$ cat src/rtl/fetch_pc_gen.sv
`default_nettype none
// ============================================================================
// Module      : fetch_pc_gen
// Description : Fetch-stage front end. Owns the fetch PC, issues in-order imem
//               requests (req/gnt + rvalid) and buffers returned words for IF/ID.
// Revision    : 1.0 - initial release
// ============================================================================
module fetch_pc_gen #(
    parameter int              XLEN       = 32,
    parameter logic [XLEN-1:0] RESET_PC   = 32'h8000_0000,
    parameter int              FIFO_DEPTH = 2,
    parameter int              CNT_W      = 2
) (
    input  logic            clk_i,
    input  logic            rst_i,
    input  logic            stall_i,
    input  logic            flush_i,
    input  logic [XLEN-1:0] redirect_pc_i,
    output logic            imem_req_o,
    output logic [XLEN-1:0] imem_addr_o,
    input  logic            imem_gnt_i,
    input  logic            imem_rvalid_i,
    input  logic [XLEN-1:0] imem_rdata_i,
    output logic [XLEN-1:0] pc_o,
    output logic [XLEN-1:0] inst_o,
    output logic            inst_valid_o
);

    localparam int               c_PTR_W   = (FIFO_DEPTH > 1) ? $clog2(FIFO_DEPTH) : 1;
    localparam logic [XLEN-1:0]  c_NOP     = XLEN'(32'h0000_0013);
    localparam logic [XLEN-1:0]  c_PC_STEP = XLEN'(4);
    localparam logic [c_PTR_W-1:0] c_PTR_ONE = c_PTR_W'(1);
    localparam logic [CNT_W-1:0] c_CNT_ONE = CNT_W'(1);
    localparam logic [CNT_W:0]   c_CREDITS = (CNT_W+1)'(FIFO_DEPTH);

    logic [XLEN-1:0]    r_fetch_pc;
    logic [XLEN-1:0]    r_fifo_pc   [0:FIFO_DEPTH-1];
    logic [XLEN-1:0]    r_fifo_inst [0:FIFO_DEPTH-1];
    logic [XLEN-1:0]    r_tag       [0:FIFO_DEPTH-1];
    logic [c_PTR_W-1:0] r_rd_ptr;
    logic [c_PTR_W-1:0] r_wr_ptr;
    logic [c_PTR_W-1:0] r_tag_rd;
    logic [c_PTR_W-1:0] r_tag_wr;
    logic [CNT_W-1:0]   r_count;
    logic [CNT_W-1:0]   r_inflight;
    logic [CNT_W-1:0]   r_drop;

    logic [CNT_W:0]     w_credit_used;
    logic               w_req;
    logic               w_grant;
    logic               w_resp;
    logic               w_discard;
    logic               w_push;
    logic               w_valid;
    logic               w_pop;
    logic [CNT_W-1:0]   w_inflight_nxt;

    // A request is only issued when a buffer slot is guaranteed for its response.
    assign w_credit_used  = {1'b0, r_inflight} + {1'b0, r_count};
    assign w_req          = !rst_i && !flush_i && (w_credit_used < c_CREDITS);
    assign w_grant        = w_req && imem_gnt_i;
    assign w_resp         = imem_rvalid_i && (r_inflight != '0);
    assign w_discard      = w_resp && (r_drop != '0);
    assign w_push         = w_resp && (r_drop == '0) && !flush_i;
    assign w_valid        = !rst_i && (r_count != '0);
    assign w_pop          = w_valid && !stall_i && !flush_i;
    assign w_inflight_nxt = r_inflight + CNT_W'(w_grant) - CNT_W'(w_resp);

    always_ff @(posedge clk_i) begin
        if (rst_i) begin
            r_fetch_pc <= RESET_PC;
            r_rd_ptr   <= '0;
            r_wr_ptr   <= '0;
            r_tag_rd   <= '0;
            r_tag_wr   <= '0;
            r_count    <= '0;
            r_inflight <= '0;
            r_drop     <= '0;
        end else begin
            r_inflight <= w_inflight_nxt;
            if (w_grant) begin
                r_tag_wr <= r_tag_wr + c_PTR_ONE;
            end
            if (w_resp) begin
                r_tag_rd <= r_tag_rd + c_PTR_ONE;
            end
            if (flush_i) begin
                // Everything still outstanding belongs to the old stream.
                r_fetch_pc <= redirect_pc_i;
                r_rd_ptr   <= '0;
                r_wr_ptr   <= '0;
                r_count    <= '0;
                r_drop     <= w_inflight_nxt;
            end else begin
                if (w_grant) begin
                    r_fetch_pc <= r_fetch_pc + c_PC_STEP;
                end
                if (w_discard) begin
                    r_drop <= r_drop - c_CNT_ONE;
                end
                if (w_push) begin
                    r_wr_ptr <= r_wr_ptr + c_PTR_ONE;
                end
                if (w_pop) begin
                    r_rd_ptr <= r_rd_ptr + c_PTR_ONE;
                end
                r_count <= r_count + CNT_W'(w_push) - CNT_W'(w_pop);
            end
        end
    end

    always_ff @(posedge clk_i) begin
        if (w_grant) begin
            r_tag[r_tag_wr] <= r_fetch_pc;
        end
        if (w_push) begin
            r_fifo_pc[r_wr_ptr]   <= r_tag[r_tag_rd];
            r_fifo_inst[r_wr_ptr] <= imem_rdata_i;
        end
    end

    assign imem_req_o   = w_req;
    assign imem_addr_o  = r_fetch_pc;
    assign inst_valid_o = w_valid;
    assign inst_o       = w_valid ? r_fifo_inst[r_rd_ptr] : c_NOP;
    assign pc_o         = w_valid ? r_fifo_pc[r_rd_ptr] : '0;

    a_rvalid_has_request: assert property (@(posedge clk_i) disable iff (rst_i)
        imem_rvalid_i |-> (r_inflight != '0));

endmodule
`default_nettype wire
$ cat config.mk
export PLATFORM = sky130hd
export DESIGN_NAME = fetch_pc_gen
export DESIGN_NICKNAME = d
export VERILOG_FILES = /design/src/rtl/fetch_pc_gen.sv
export SDC_FILE = /design/constraint.sdc
export NUM_CORES = 1
export LEC_CHECK = 0
export CAP_MARGIN = 20
export CORE_MARGIN = 1.5
export CORE_UTILIZATION = 55
export CTS_BUF_LIST = sky130_fd_sc_hd__clkbuf_8
export CTS_CLUSTER_SIZE = 14
export DETAILED_ROUTE_END_ITERATION = 16
export GPL_TIMING_DRIVEN = 0
export PLACE_DENSITY = 0.83
export SLEW_MARGIN = 5
export SYNTH_ARGS = -nofsm -noshare
export SYNTH_HDL_FRONTEND = slang
export SYNTH_SLANG_ARGS = --single-unit
$ cat constraint.sdc
create_clock -name clk_i -period 5.58 [get_ports clk_i]
set_input_delay 1.116 -clock clk_i [delete_from_list [all_inputs] [get_ports clk_i]]
set_output_delay 1.116 -clock clk_i [all_outputs]
set_load 0.02 [all_outputs]
# Word-level counts from Yosys, hierarchy flattened
# Memories as Yosys holds them, arrays and structs flattened. A register that Yosys moved wholly into a read port is not among the register bits.
# Cells that the tools add are included.
[op_classes]
add_sub_neg = 11
n_eq_ne = 0
n_reduce_logical = 20
shifts = 0
n_bitwise = 0
div_mod_pow = 0
muxes = 16
n_mul = 0
n_lt_le_gt_ge = 1
[op_table]
columns = ["operator", "n"]
rows = [
  ["2-to-1 mux 32 bit", 4],
  ["adder 32 x 3 -> 32 bit, second input constant", 1],
  ["logical AND 1 bit", 10],
  ["2-to-1 mux 1 bit", 10],
  ["nonzero test 2 bit", 5],
  ["adder 1 bit, second input constant", 4],
  ["adder 2 x 1 -> 2 bit", 2],
  ["2-to-1 mux 2 bit", 2],
  ["subtractor 2 x 1 -> 2 bit", 2],
  ["adder 2 x 2 -> 3 bit", 1],
  ["zero test 1 bit", 3],
  ["< comparator 3 x 2 -> 1 bit, second input constant", 1],
  ["zero test 2 bit", 1],
  ["OR reduction 2 bit", 1],
  ["subtractor 2 x 1 -> 2 bit, second input constant", 1],
]
[totals]
mem_bits_rw = 192
reg_bits = 42
memories = 3
out_inout_bits = 98
wordCells = 59
latch_bits = 0
inputBits = 70
rom_bits = 0
[mem_list]
columns = ["name", "words", "width", "rd", "rd_ports_with_merged_regs", "write_ports", "line", "source"]
rows = [
  ["r_fifo_inst", 2, 32, 1, 1, 1, "38", "logic [XLEN-1:0] r_fifo_inst [0:FIFO_DEPTH-1];"],
  ["r_fifo_pc", 2, 32, 1, 1, 1, "37", "logic [XLEN-1:0] r_fifo_pc [0:FIFO_DEPTH-1];"],
  ["r_tag", 2, 32, 1, 1, 1, "39", "logic [XLEN-1:0] r_tag [0:FIFO_DEPTH-1];"],
]

# Logic depth before layout (Yosys ltp)
[logic_depth]
word_depth = 7
mapped_depth = 13

# Worst setup path before layout
# Ideal clock, no wire load.
[synth_timing]
path_type = "input-to-reg"
start = "in flush_i"
end = "mem r_fifo_inst[0][0] (enable)"
arrival_ns = 4.614
setup_ns = 0.486
stages = 5
slack_ns = 0.480
t_required_ns = 5.094
cell_sequence = "clkbuf_1 > clkbuf_1 > nor3b_1 > inv_1 > nor2_1"
[synth_via]
elab_chain_len = 4
[synth_lines]
columns = ["item", "line", "source"]
rows = [
  ["from (decl)", "17", "input logic flush_i,"],
  ["zero test 1 bit", "64", "assign w_push = w_resp && (r_drop == '0) && !flush_i;"],
  ["logical AND 1 bit", "64", ""],
  ["2-to-1 mux 1 bit", "116", "if (w_push) begin"],
  ["2-to-1 mux 1 bit (not written as such)", "118", "r_fifo_inst[r_wr_ptr] <= imem_rdata_i;"],
  ["to (decl)", "38", ""],
]
# No other way between the ends.

# Worst setup path in the final report
[layout_timing]
start = "in rst_i"
end = "out pc_o[5]"
[layout_via]
elab_chain_len = 3
[layout_lines]
columns = ["item", "line", "source"]
rows = [
  ["from (decl)", "15", "input logic rst_i,"],
  ["zero test 1 bit", "65", "assign w_valid = !rst_i && (r_count != '0);"],
  ["logical AND 1 bit", "65", ""],
  ["2-to-1 mux 32 bit", "126", "assign pc_o = w_valid ? r_fifo_pc[r_rd_ptr] : '0;"],
  ["to (decl)", "24", "output logic [XLEN-1:0] pc_o,"],
]
# No other way between the ends.

==> load_flow_metrics.sql <==
INSERT INTO impl_metrics (metric_group, metric, value, unit) VALUES
('logic_synthesis', 'synth-async-reset-ratio', '0', ''),
('global_routing', 'wire_length_of_the_first_global_routing_pass', '33.4', 'mm'),
('global_routing', 'grt_antenna_before_repair', '1', ''),
('critical_path', 'critical_path.endpoint_type', 'output pin', ''),
('die', 'die_width', '135', 'µm'),
('timing', 'final-max-slew-violation-count', '0', ''),
('logic_synthesis', 'synth.yosys.seq_area_share', '0.692', ''),
('finish', 'layout-drive-gt1-share', '0.0931', ''),
('critical_path', 'setup.worst_path.class', 'primary input to output pin', ''),
('logic_synthesis', 'syn-instance-count', '685', ''),
('clocking', 'post_cts_hold_buffer_count', '0', ''),
('critical_path', 'critical_path.cell_chain', 'clkbuf_1 -> inv_2 -> o21ai_2 -> clkbuf_1 -> nor2_1 -> clkdlybuf4s50_1', ''),
('critical_path', 'path_common_cell', 'sky130_fd_sc_hd__clkbuf_1', ''),
('logic_synthesis', 'yosysUniqueCellTypes', '55', ''),
('clocking', 'clock_path_buffers', '3', ''),
('clocking', 'clk_pin_slew_worst_paths', '0.06', 'ns'),
('timing', 'timing.setup.tns', '0', 'ns'),
('timing', 'max_freq', '0.228', 'GHz'),
('critical_path', 'critical_path_rt', '4.46', 'ns'),
('placed_design', 'detailed_place_hpwl', '14.7', 'mm'),
('logic_synthesis', 'synth_top_flop_cell', 'sky130_fd_sc_hd__edfxtp_1', ''),
('worst_hold_path', 'worst_hold_path_type', 'flop to flop', ''),
('logic_synthesis', 'postSynthAreaPerCell', '14.0', 'µm²'),
('finish', 'layout-area-overhead-vs-synth', '29.7', '%'),
('routing', 'detail_route.drc_violations', '0', ''),
('timing', 'grt_setup_unrepaired', 'no', ''),
('routing', 'detailedRoute.firstPassIterationCount', '7', ''),
('timing', 'finClkSkew', '0.0141', 'ns'),
('critical_path', 'cp-start-kind', 'primary input', ''),
('finish', 'final_util', '0.725', ''),
('logic_synthesis', 'synth.net_count', '762', ''),
('timing', 'worst_pin_slew', '0.847', 'ns'),
('finish', 'final_common_cell', 'sky130_fd_sc_hd__edfxtp_1', ''),
('global_routing', 'grt_start_max_net_pins', '55', ''),
('logic_synthesis', 'synth_edf_count', '192', ''),
('finish', 'layout.cells.most_common_list', 'sky130_fd_sc_hd__edfxtp_1 (192), sky130_fd_sc_hd__clkdlybuf4s50_1 (165), sky130_fd_sc_hd__nor2_1 (89)', ''),
('die', 'fp.dieH', '135', 'µm'),
('timing', 'final_period_minus_worst_setup_slack', '4.38', 'ns'),
('critical_path', 'timing.critical_path.fanout_max', '10', ''),
('die', 'initial_utilization', '0.559', ''),
('timing', 'holdWs', '0.518', 'ns'),
('global_routing', 'gr-total-overflow', '0', ''),
('routing', 'antenna_violating_nets_post_route', '0', ''),
('timing', 'maxSlewHeadroom', '0.435', ''),
('routing', 'routed_len_inst', '18.9', 'µm'),
('logic_synthesis', 'synth.ff_latch_count', '236', ''),
('critical_path', 'crit_slowest_cell', 'sky130_fd_sc_hd__clkdlybuf4s50_1', ''),
('run', 'maxCapViolations', '0', ''),
('clocking', 'cts_post_setup_buffers_inserted', '0', ''),
('logic_synthesis', 'synth.cell_area', '9600', 'µm²'),
('routing', 'routed_wl', '21.7', 'mm'),
('die', 'placeableCoreArea', '17200', 'µm²'),
('die', 'fp.dieArea', '18300', 'µm²'),
('clocking', 'clock_root_cell', 'sky130_fd_sc_hd__clkbuf_8', ''),
('clocking', 'tritoncts_clock_tree', 'done', ''),
('clocking', 'post_cts_resized', '0', ''),
('clocking', 'clock_sinks', '236', ''),
('pwr', 'power.static_leakage', '4.06', 'nW'),
('die', 'placement_rows', '48', ''),
('routing', 'viasPerCell', '5.65', ''),
('routing', 'vias', '6494', ''),
('critical_path', 'worst_path_dominant_cell_family', 'buffers and inverters', ''),
('critical_path', 'critical_path_buf_inv_count', '4', ''),
('finish', 'finalNetCount', '972', ''),
('global_routing', 'first_global_vias', '6422', ''),
('timing', 'hold_violations', '0', ''),
('clocking', 'insertion_delay', '0.52', 'ns'),
('pwr', 'ir_worst_vdd', '0.000239', 'V'),
('clocking', 'htreeDepth', '2', ''),
('timing', 'report.final.setup_viol', '0', ''),
('placed_design', 'total_of_buffers_placed_on_input_and_output_ports', '165', ''),
('logic_synthesis', 'syn_warnings', '0', ''),
('run_status', 'run_status', 'finished, final reports clean', ''),
('pwr', 'pd_cells', '336', 'nW/µm²'),
('routing', 'drtIter0Drc', '494', ''),
('clocking', 'tritoncts.num_buffers', '38', ''),
('critical_path', 'timing.critical_path.slowest_cell_delay', '0.58', 'ns'),
('placed_design', 'finalWeightedCongestion', '0.924', ''),
('global_routing', 'global_route.usage.total', '0.240', ''),
('die', 'top_level_ports', '168', ''),
('critical_path', 'worstPathArrival', '3.26', 'ns'),
('timing', 'final.period_utilization', '0.785', '');
-- sequential cells by signal, summed over array words and instances, names as in the netlist, named ones only --
register and count:
imem_addr_o 32, r_count 2, r_drop 2, r_fifo_inst 64, r_fifo_pc 64, r_inflight 2
r_rd_ptr 1, r_tag 64, r_tag_rd 1, r_tag_wr 1, r_wr_ptr 1
-- stage by stage --
stage	instance area [µm²]	worst slack (ns)	std cells	total power [mW]
6_report	12500	1.20	1150	4.19
5_1_grt	12500	1.05	1150	4.35
4_1_cts	12500	1.21	1148	4.21
3_5_place_dp	11700	1.24	1079	2.72
3_3_place_gp	11500	-1.43	1075	2.68
2_1_floorplan	9600	0.480	685	2.48
-- layout make-up --
| type | instances | area (µm²) |
|---|---|---|
| clock buffer | 47 | 647 |
| sequential | 236 | 6650 |
| clock inverter | 22 | 144 |
| antenna | 1 | 2.50 |
| multi-input combinational | 396 | 2780 |
| timing repair buffer | 170 | 1760 |
| inverter | 17 | 63.8 |
| buffer | 36 | 138 |
| tap | 225 | 282 |
| fill | 1186 | 4720 |
-- worst reg2reg max path, stage by stage (launching register included) --
cell and delay, ns:
sky130_fd_sc_hd__dfxtp_1 0.39, sky130_fd_sc_hd__and2_1 0.16, sky130_fd_sc_hd__fa_1 0.45, sky130_fd_sc_hd__or3b_1 0.43, sky130_fd_sc_hd__clkbuf_1 0.26, sky130_fd_sc_hd__nor2_1 0.29
sky130_fd_sc_hd__inv_2 0.13, sky130_fd_sc_hd__ha_1 0.30, sky130_fd_sc_hd__inv_1 0.04, sky130_fd_sc_hd__ha_1 0.18, sky130_fd_sc_hd__xor2_1 0.15, sky130_fd_sc_hd__xnor2_1 0.21
sky130_fd_sc_hd__nor2_1 0.06, sky130_fd_sc_hd__o21a_1 0.20
-- cell usage after synthesis, types with 7 or more instances --
| library cell | n | area share |
|---|---|---|
| sky130_fd_sc_hd__edfxtp_1 | 192 | 0.60 |
| sky130_fd_sc_hd__nor2_1 | 91 | 0.036 |
| sky130_fd_sc_hd__mux2i_1 | 67 | 0.070 |
| sky130_fd_sc_hd__dfxtp_1 | 44 | 0.092 |
| sky130_fd_sc_hd__nand2_1 | 34 | 0.013 |
| sky130_fd_sc_hd__clkbuf_1 | 25 | 0.0098 |
| sky130_fd_sc_hd__mux2_1 | 20 | 0.023 |
| sky130_fd_sc_hd__nand4_1 | 15 | 0.0098 |
| sky130_fd_sc_hd__mux2_2 | 14 | 0.016 |
| sky130_fd_sc_hd__inv_1 | 13 | 0.0051 |
| sky130_fd_sc_hd__a21oi_1 | 10 | 0.0052 |
| sky130_fd_sc_hd__nor3_1 | 10 | 0.0052 |
| sky130_fd_sc_hd__nor4_1 | 10 | 0.0065 |
| sky130_fd_sc_hd__buf_1 | 9 | 0.0035 |
| sky130_fd_sc_hd__a311oi_1 | 8 | 0.0073 |
| sky130_fd_sc_hd__or3_1 | 8 | 0.0052 |
| sky130_fd_sc_hd__nand3_1 | 7 | 0.0036 |
| sky130_fd_sc_hd__or4_1 | 7 | 0.0055 |
| sky130_fd_sc_hd__xnor2_1 | 7 | 0.0064 |
-- final timing paths --
check | slack (ns) | depth (start not counted) | from | endpoint
hold / removal | 0.52 | 0 | imem_addr_o[1] | r_tag[0][1]
setup / recovery | 1.20 | 6 | rst_i | pc_o[5]
setup reg to reg | 2.24 | 13 | r_count[0] | r_drop[1]
hold reg to reg | 0.52 | 0 | imem_addr_o[1] | r_tag[0][1]
-- kinds of logic after synthesis --
kind of cell | synth area share
adders and majority gates | 0.00990
xor gates and xnor gates | 0.0100
muxes | 0.110
DFF | 0.692
AOI/OAI and AO/OA | 0.0530
and+or+nand+nor | 0.104
buffers and inverters | 0.0210
-- where the power goes --
part | switching (mW) | internal, mW
clock | 0.651 | 0.854
sequential | 0.0643 | 2.06
combinational | 0.314 | 0.249
total | 1.03 | 3.16
-- metal layers --
metal | part of all wire | vias to the layer above | GRT usage
li1 | - | 3022 | -
met1 | 0.39 | 3087 | 0.300
met2 | 0.48 | 332 | 0.398
met3 | 0.093 | 53 | 0.0587
met4 | 0.034 | 0 | 0.111
met5 | 0 | - | 0
Power figures use the tool's default switching activity.
